$ cat config.mk
export PLATFORM = sky130hd
export DESIGN_NAME = jt12_wrsched
export DESIGN_NICKNAME = d
export VERILOG_FILES = /design/src/rtl/jt12_wrsched.sv
export SDC_FILE = /design/constraint.sdc
export NUM_CORES = 1
export LEC_CHECK = 0
export ABC_AREA = 1
export ABC_CLOCK_PERIOD_IN_PS = 2100
export CORE_ASPECT_RATIO = 0.75
export CORE_MARGIN = 4
export CORE_UTILIZATION = 57
export DETAILED_ROUTE_END_ITERATION = 10
export DONT_BUFFER_PORTS = 1
export PLACE_DENSITY = 0.75
export REMOVE_ABC_BUFFERS = 1
export SYNTH_ARGS = -nofsm -noshare
export SYNTH_HDL_FRONTEND = slang
export SYNTH_SLANG_ARGS = --single-unit
$ cat constraint.sdc
create_clock -name clk -period 2.1 [get_ports clk]
set_input_delay 0 -clock clk [delete_from_list [all_inputs] [get_ports clk]]
set_output_delay 0 -clock clk [all_outputs]
set_load 0.01 [all_outputs]
$ cat src/rtl/jt12_wrsched.sv
// CPU-side write scheduler for the FM core: latches per-part register addresses,
// queues data writes and hands them to the core on ready cen cycles.
module jt12_wrsched #(
  parameter int DEPTH_LOG2  = 2,
  parameter int BUSY_CYCLES = 32
) (
  input  logic                  rst_n,
  input  logic                  clk,
  input  logic                  cen,
  input  logic                  cpu_wr,
  input  logic [1:0]            cpu_addr,
  input  logic [7:0]            cpu_din,
  input  logic                  core_ready,
  output logic                  core_we,
  output logic                  core_part,
  output logic [7:0]            core_reg,
  output logic [7:0]            core_din,
  output logic                  busy,
  output logic                  overflow,
  output logic [DEPTH_LOG2:0]   fifo_level
);
  localparam int DEPTH = 2**DEPTH_LOG2;
  localparam int LW    = DEPTH_LOG2 + 1;
  localparam logic [LW-1:0]         LVL_ONE  = LW'(1);
  localparam logic [LW-1:0]         LVL_FULL = LW'(DEPTH);
  localparam logic [DEPTH_LOG2-1:0] PTR_ONE  = DEPTH_LOG2'(1);
  localparam logic [7:0]            CNT_LOAD = 8'(BUSY_CYCLES);

  // entry layout: {part, register, data}
  logic [1:0][7:0]              reg_addr_q, reg_addr_d;
  logic [DEPTH-1:0][16:0]       mem_q, mem_d;
  logic [DEPTH_LOG2-1:0]        wr_ptr_q, wr_ptr_d, rd_ptr_q, rd_ptr_d;
  logic [LW-1:0]                level_q, level_d;
  logic [7:0]                   cnt_q, cnt_d;
  logic                         we_q, we_d;
  logic                         part_q, part_d;
  logic [7:0]                   reg_q, reg_d, din_q, din_d;
  logic                         ovf_q, ovf_d;

  logic pop, push_req, push;

  always_comb begin
    pop      = cen & core_ready & (level_q != '0);
    push_req = cpu_wr & cpu_addr[0];
    // a full FIFO still accepts when the head leaves on the same edge
    push     = push_req & ((level_q != LVL_FULL) | pop);

    reg_addr_d = reg_addr_q;
    mem_d      = mem_q;
    wr_ptr_d   = wr_ptr_q;
    rd_ptr_d   = rd_ptr_q;
    level_d    = level_q;
    cnt_d      = cnt_q;
    we_d       = we_q;
    part_d     = part_q;
    reg_d      = reg_q;
    din_d      = din_q;
    ovf_d      = ovf_q;

    if (cpu_wr && !cpu_addr[0])
      reg_addr_d[cpu_addr[1]] = cpu_din;

    if (push) begin
      mem_d[wr_ptr_q] = {cpu_addr[1], reg_addr_q[cpu_addr[1]], cpu_din};
      wr_ptr_d        = wr_ptr_q + PTR_ONE;
    end else if (push_req) begin
      ovf_d = 1'b1;
    end

    if (pop) begin
      {part_d, reg_d, din_d} = mem_q[rd_ptr_q];
      rd_ptr_d = rd_ptr_q + PTR_ONE;
      we_d     = 1'b1;
    end else if (cen) begin
      we_d = 1'b0;
    end

    if (push && !pop)      level_d = level_q + LVL_ONE;
    else if (pop && !push) level_d = level_q - LVL_ONE;

    if (push)               cnt_d = CNT_LOAD;
    else if (cnt_q != 8'd0) cnt_d = cnt_q - 8'd1;
  end

  always_ff @(posedge clk or negedge rst_n) begin
    if (!rst_n) begin
      reg_addr_q <= '0;
      mem_q      <= '0;
      wr_ptr_q   <= '0;
      rd_ptr_q   <= '0;
      level_q    <= '0;
      cnt_q      <= '0;
      we_q       <= 1'b0;
      part_q     <= 1'b0;
      reg_q      <= '0;
      din_q      <= '0;
      ovf_q      <= 1'b0;
    end else begin
      reg_addr_q <= reg_addr_d;
      mem_q      <= mem_d;
      wr_ptr_q   <= wr_ptr_d;
      rd_ptr_q   <= rd_ptr_d;
      level_q    <= level_d;
      cnt_q      <= cnt_d;
      we_q       <= we_d;
      part_q     <= part_d;
      reg_q      <= reg_d;
      din_q      <= din_d;
      ovf_q      <= ovf_d;
    end
  end

  assign core_we    = we_q;
  assign core_part  = part_q;
  assign core_reg   = reg_q;
  assign core_din   = din_q;
  assign overflow   = ovf_q;
  assign fifo_level = level_q;
  assign busy       = (cnt_q != 8'd0) | (level_q != '0) | we_q;
endmodule
==> results of run 1 <==
path summary, 6_finish.rpt:
check | from | end | slack (ns) | cells after the start
worst max-delay path | fifo_level[1] | fifo_level[1] | 0.14 | 8
worst max register to register | fifo_level[1] | fifo_level[1] | 0.14 | 8
worst min register to register | mem_q[29] | mem_q[29] | 0.47 | 2
worst min-delay path | rst_n | mem_q[11] | -0.72 | 0
min in group clk | cpu_addr[0] | reg_addr_q[7] | 0.04 | 3
max in group asynchronous | rst_n | mem_q[43] | 2.68 | 0
metal layers:
| metal | global-route usage [%] | up-vias |
|---|---|---|
| met1 | 30.6 | 2004 |
| met5 | 0 | - |
| li1 | - | 1937 |
| met2 | 36.3 | 143 |
| met3 | 7.09 | 11 |
| met4 | 6.42 | 0 |
metrics by stage:
step	setup WS [ns]	area, µm²	hold WS, ns	instances
after floorplan	0.00918	5150	-0.296	560
after global placement	0.224	5370	-0.290	693
after detailed placement	0.137	5370	-0.292	693
after CTS	0.119	6090	-0.725	738
after global routing	0.0117	6100	-0.733	738
final	0.136	6100	-0.716	738
synth_stat cells (3+ instances only):
cell	instances	area [µm²]
a21oi_1	3	15.0
buf_6	16	180
o21ai_1	50	250
ha_1	7	87.6
inv_1	28	105
nand3_1	10	50.1
buf_2	8	40.0
mux2i_1	8	80.1
nand3_4	5	87.6
xor2_1	4	35.0
inv_2	4	15.0
clkbuf_1	3	11.3
o21ai_0	73	365
nand2_2	3	18.8
nor2_1	65	244
o21ai_2	18	158
nand2_1	153	574
dfrtp_1	118	2950
what timing repair did:
item	CTS	global route
hold endpoints to repair	204	118
gates resized for setup	0	1
endpoints found under the setup margin	0	1
area by class of cell:
cell class	instances	area (µm²)
fill	723	3030
sequential	118	2950
multi-input combinational	408	2060
clock buffer	23	468
timing repair buffer	18	193
tap	128	160
inverter	34	138
clock inverter	9	125
power groups by stage:
stage               clock network, mW  logic (mW)  registers, mW
CTS                              2.93        2.77           3.90
global route                     3.06        3.15           4.02
detailed placement                  0        2.71           3.92
global placement                    0        2.60           3.88
finish                           2.90        2.76           3.91
floorplan                           0        2.02           3.80
kinds of logic (layout without fill, tap and decap cells):
| logic type | count (synthesis) | count (layout) | synth area share [%] |
|---|---|---|---|
| flops | 118 | 118 | 54.7 |
| xor+xnor | 5 | 5 | 0.812 |
| compound gates | 145 | 145 | 14.7 |
| mux | 9 | 9 | 1.69 |
| simple gates | 241 | 241 | 18.9 |
| buf+inv | 63 | 84 | 7.12 |
| fa+ha+maj | 8 | 8 | 1.99 |
==> results.toml, run 1 <==
[setup_path]
crit_path_cell_trace = "nor2_4, nand3_4, nand2_2, inv_1, ha_1, inv_1, fa_1, mux2_2"
critPathKind = "flip-flop to flip-flop"
cp.arrival_ns = 2.25
path_max_fanout = 4
worst_setup_path_start_kind = "flip-flop"
crit_top_cell = "inv_1"
path_buf_inv = 2
crit_required_ns = 2.39
cp-end-kind = "flip-flop"
slowest_stage = "dfrtp_1"
crit_family = "adder cells"
max_stage_delay_ns = 0.47

[cells_and_area]
drive_gt1_share_pct = 11.6
largestRegisters = "mem_q: 68 flops, reg_addr_q: 16 flops"
top_register = "mem_q"
num-nets-final = 620
largest_register_ffs = 68
syn_to_final_growth_pct = 13.0
final_common_cell = "nand2_1"
final_util_pct = 66.8
diodes = 0
layout_common_cells = "153 x nand2_1, 117 x dfrtp_1, 73 x o21ai_0"

[timing]
relSlewSlack_pct = 56.3
hold_violations = 118
holdWs_ns = -0.716
finalCritPeriodShare_pct = 93.5
fmax_ghz = 0.509
fin_tns_setup_ns = 0
final-setup-viol-count = 0
drv_slew = 0
worst_pin_slew_ns = 0.654
fin_crit_ns = 1.96
rsz0062_at_grt = "false"
skew_ns = 0.00876

[cts]
tritoncts = "done"
postCtsSetupBuffers = 0
cts_inserted_buffers = 17
htree_levels = 4
cts_hold_buf = 13
cts_sinks = 118
cts.path.max_buffers = 2
root_buffer = "clkbuf_16"
clk_pin_slew_ns = 0.05
clk_latency_ns = 0.41

[routing]
drc = 0
ant_nets = 0
dr.pass1.iters = 5
vias = 4095
top_layer_used = "met4"
drt_iter0_drc = 355
wl_met3_um = 816
wl_mm = 11.7
via_per_inst = 5.55
wl_met2_mm = 5.61
wl_per_cell_um = 15.8
wl_met1_mm = 5.15

[power]
ir_drop_uv = 779
p_comb_share_pct = 28.8
switching_power_mw = 3.37
p_leak_nw = 2.93
clkPwrFrac_pct = 30.3
power_density_nw_per_um2 = 1570
seq_power_share_pct = 40.8
swShare_pct = 35.2
total_power_mw = 9.57
p_int_mw = 6.20

[placement]
dp.final_hpwl_mm = 6.71
io_buffers = 0
gp_congestion = 0.810

[min_path]
hp-class = "input port to async pin"

[synth]
syn_avg_cell_area_um2 = 9.16
yosys.cell_types.count = 28
synth_edf_count = 0
synth-seq-area-share_pct = 54.7
syn_inst = 589
synth-seq-cells = 118
ys_async_sr_fraction_pct = 100
synthFlopType = "dfrtp_1"
yosysWarnings = 0
syn-cell-area_um2 = 5400

[global_route]
antenna_found_initial = 0
grt_pass1_wl_mm = 19.8
grtUsageTotal_pct = 22.8
grt_max_degree = 119
grt-ovfl-total = 0
grt_pass1_vias = 3980

[job]
maxCapViolCount = 0

[floorplan]
die_w_um = 120
die_h_um = 92.3
fp.coreArea_um2 = 9120
ios = 38
dieArea_um2 = 11100
initial_utilization_pct = 59.1
num_rows = 30

[run_status]
outcome = "finished, violations left"
violations = "negative hold slack"
Power figures use the tool's default switching activity.
==> inputs of run 2 (changes only) <==
- REMOVE_ABC_BUFFERS: 1 -> unset
==> results.toml, run 2 (synthesized netlist as in run 1, its figures left out) <==
[min_path]
hp-class = "input port to async pin"

[cts]
cts_hold_buf = 13
clk_pin_slew_ns = 0.05
htree_levels = 4
cts_sinks = 118
cts.path.max_buffers = 2
cts_inserted_buffers = 17
tritoncts = "done"
root_buffer = "clkbuf_16"
clk_latency_ns = 0.41

[setup_path]
crit_family = "adder cells"
cp-end-kind = "flip-flop"
crit_top_cell = "inv_1"
crit_path_cell_trace = "nor2_4, nand3_4, nand2_2, inv_1, ha_1, inv_1, fa_2, mux2_2"
crit_required_ns = 2.39
cp.arrival_ns = 2.27
worst_setup_path_start_kind = "flip-flop"
slowest_stage = "dfrtp_2"
critPathKind = "flip-flop to flip-flop"
path_max_fanout = 4
max_stage_delay_ns = 0.46
path_buf_inv = 2

[run_status]
violations = "negative hold slack"
outcome = "finished, violations left"

[cells_and_area]
layout_common_cells = "153 x nand2_1, 117 x dfrtp_1, 73 x o21ai_0"
drive_gt1_share_pct = 11.9
syn_to_final_growth_pct = 12.3
final_common_cell = "nand2_1"
top_register = "mem_q"
num-nets-final = 624
largest_register_ffs = 68
largestRegisters = "mem_q: 68 flops, reg_addr_q: 16 flops"
diodes = 0
final_util_pct = 66.4

[floorplan]
initial_utilization_pct = 59.1
fp.coreArea_um2 = 9120
ios = 38
num_rows = 30
die_h_um = 92.3
dieArea_um2 = 11100
die_w_um = 120

[synth]
synth_fp_nets = 612

[timing]
skew_ns = 0.00669
final-setup-viol-count = 0
rsz0062_at_grt = "false"
fmax_ghz = 0.505
fin_tns_setup_ns = 0
worst_pin_slew_ns = 0.789
drv_slew = 0
holdWs_ns = -0.710
finalCritPeriodShare_pct = 94.4
fin_crit_ns = 1.98
relSlewSlack_pct = 45.9
hold_violations = 118

[routing]
top_layer_used = "met4"
wl_met2_mm = 5.33
drt_iter0_drc = 402
vias = 4032
via_per_inst = 5.46
wl_mm = 11.6
wl_per_cell_um = 15.8
dr.pass1.iters = 5
drc = 0
ant_nets = 0
wl_met1_mm = 5.55
wl_met3_um = 612

[global_route]
antenna_found_initial = 0
grtUsageTotal_pct = 22.9
grt_pass1_wl_mm = 19.7
grt-ovfl-total = 0
grt_pass1_vias = 3941
grt_max_degree = 119

[power]
p_leak_nw = 2.92
power_density_nw_per_um2 = 1560
ir_drop_uv = 975
total_power_mw = 9.45

[placement]
dp.final_hpwl_mm = 7.29
io_buffers = 0
gp_congestion = 0.768

[job]
maxCapViolCount = 0
-- run 2: worst register-to-register path, delay by kind of cell, from the launching register on --
family / cells / cell delay, ns
buffers and inverters: 2 / 0.19
AND/OR/NAND/NOR: 3 / 0.33
multiplexers: 1 / 0.27
flip-flops: 1 / 0.46
adder cells (fa/ha/maj): 2 / 0.63
-- run 2: what timing repair did --
action | CTS | global route
setup endpoints to repair | 0 | 2
hold endpoints to repair | 198 | 118
setup buffers | 0 | 1
resized for setup | 0 | 3
-- run 2: worst paths after layout --
path / from / endpoint / slack, ns / cells after the start
hold reg to reg: mem_q[63] / mem_q[63] / 0.48 / 2
min in group clk: cpu_addr[1] / mem_q[14] / 0.06 / 2
setup / recovery: fifo_level[1] / fifo_level[1] / 0.12 / 8
setup reg to reg: fifo_level[1] / fifo_level[1] / 0.12 / 8
max in group asynchronous: rst_n / mem_q[31] / 2.61 / 0
hold / removal: rst_n / core_reg[6] / -0.71 / 0
-- run 2: metrics by stage --
stage / cells / area [µm²] / worst slack, ns
floorplan: 589 / 5400 / 0.0838
global placement: 696 / 5370 / 0.213
detailed placement: 696 / 5370 / 0.0465
CTS: 738 / 6050 / 0.0187
global route: 739 / 6060 / 0.00866
finish: 739 / 6060 / 0.118
-- run 2: power breakdown --
group / internal, mW / switching [mW] / total (mW)
Sequential: 3.21 / 0.657 / 3.87
Clock: 1.78 / 0.923 / 2.70
Combinational: 1.08 / 1.80 / 2.88
-- run 2: cell type report --
cell class | count | area [µm²]
clock inverter | 5 | 75.1
clock buffer | 24 | 472
sequential | 118 | 2950
multi-input combinational | 408 | 2060
tap | 128 | 160
inverter | 34 | 138
fill | 735 | 3060
timing repair buffer | 22 | 198
-- run 2: routing by layer --
| metal | vias to the layer above | GRT usage [%] |
|---|---|---|
| li1 | 1934 | - |
| met4 | 0 | 7.36 |
| met1 | 1968 | 32.2 |
| met5 | - | 0 |
| met2 | 112 | 35.3 |
| met3 | 18 | 5.49 |
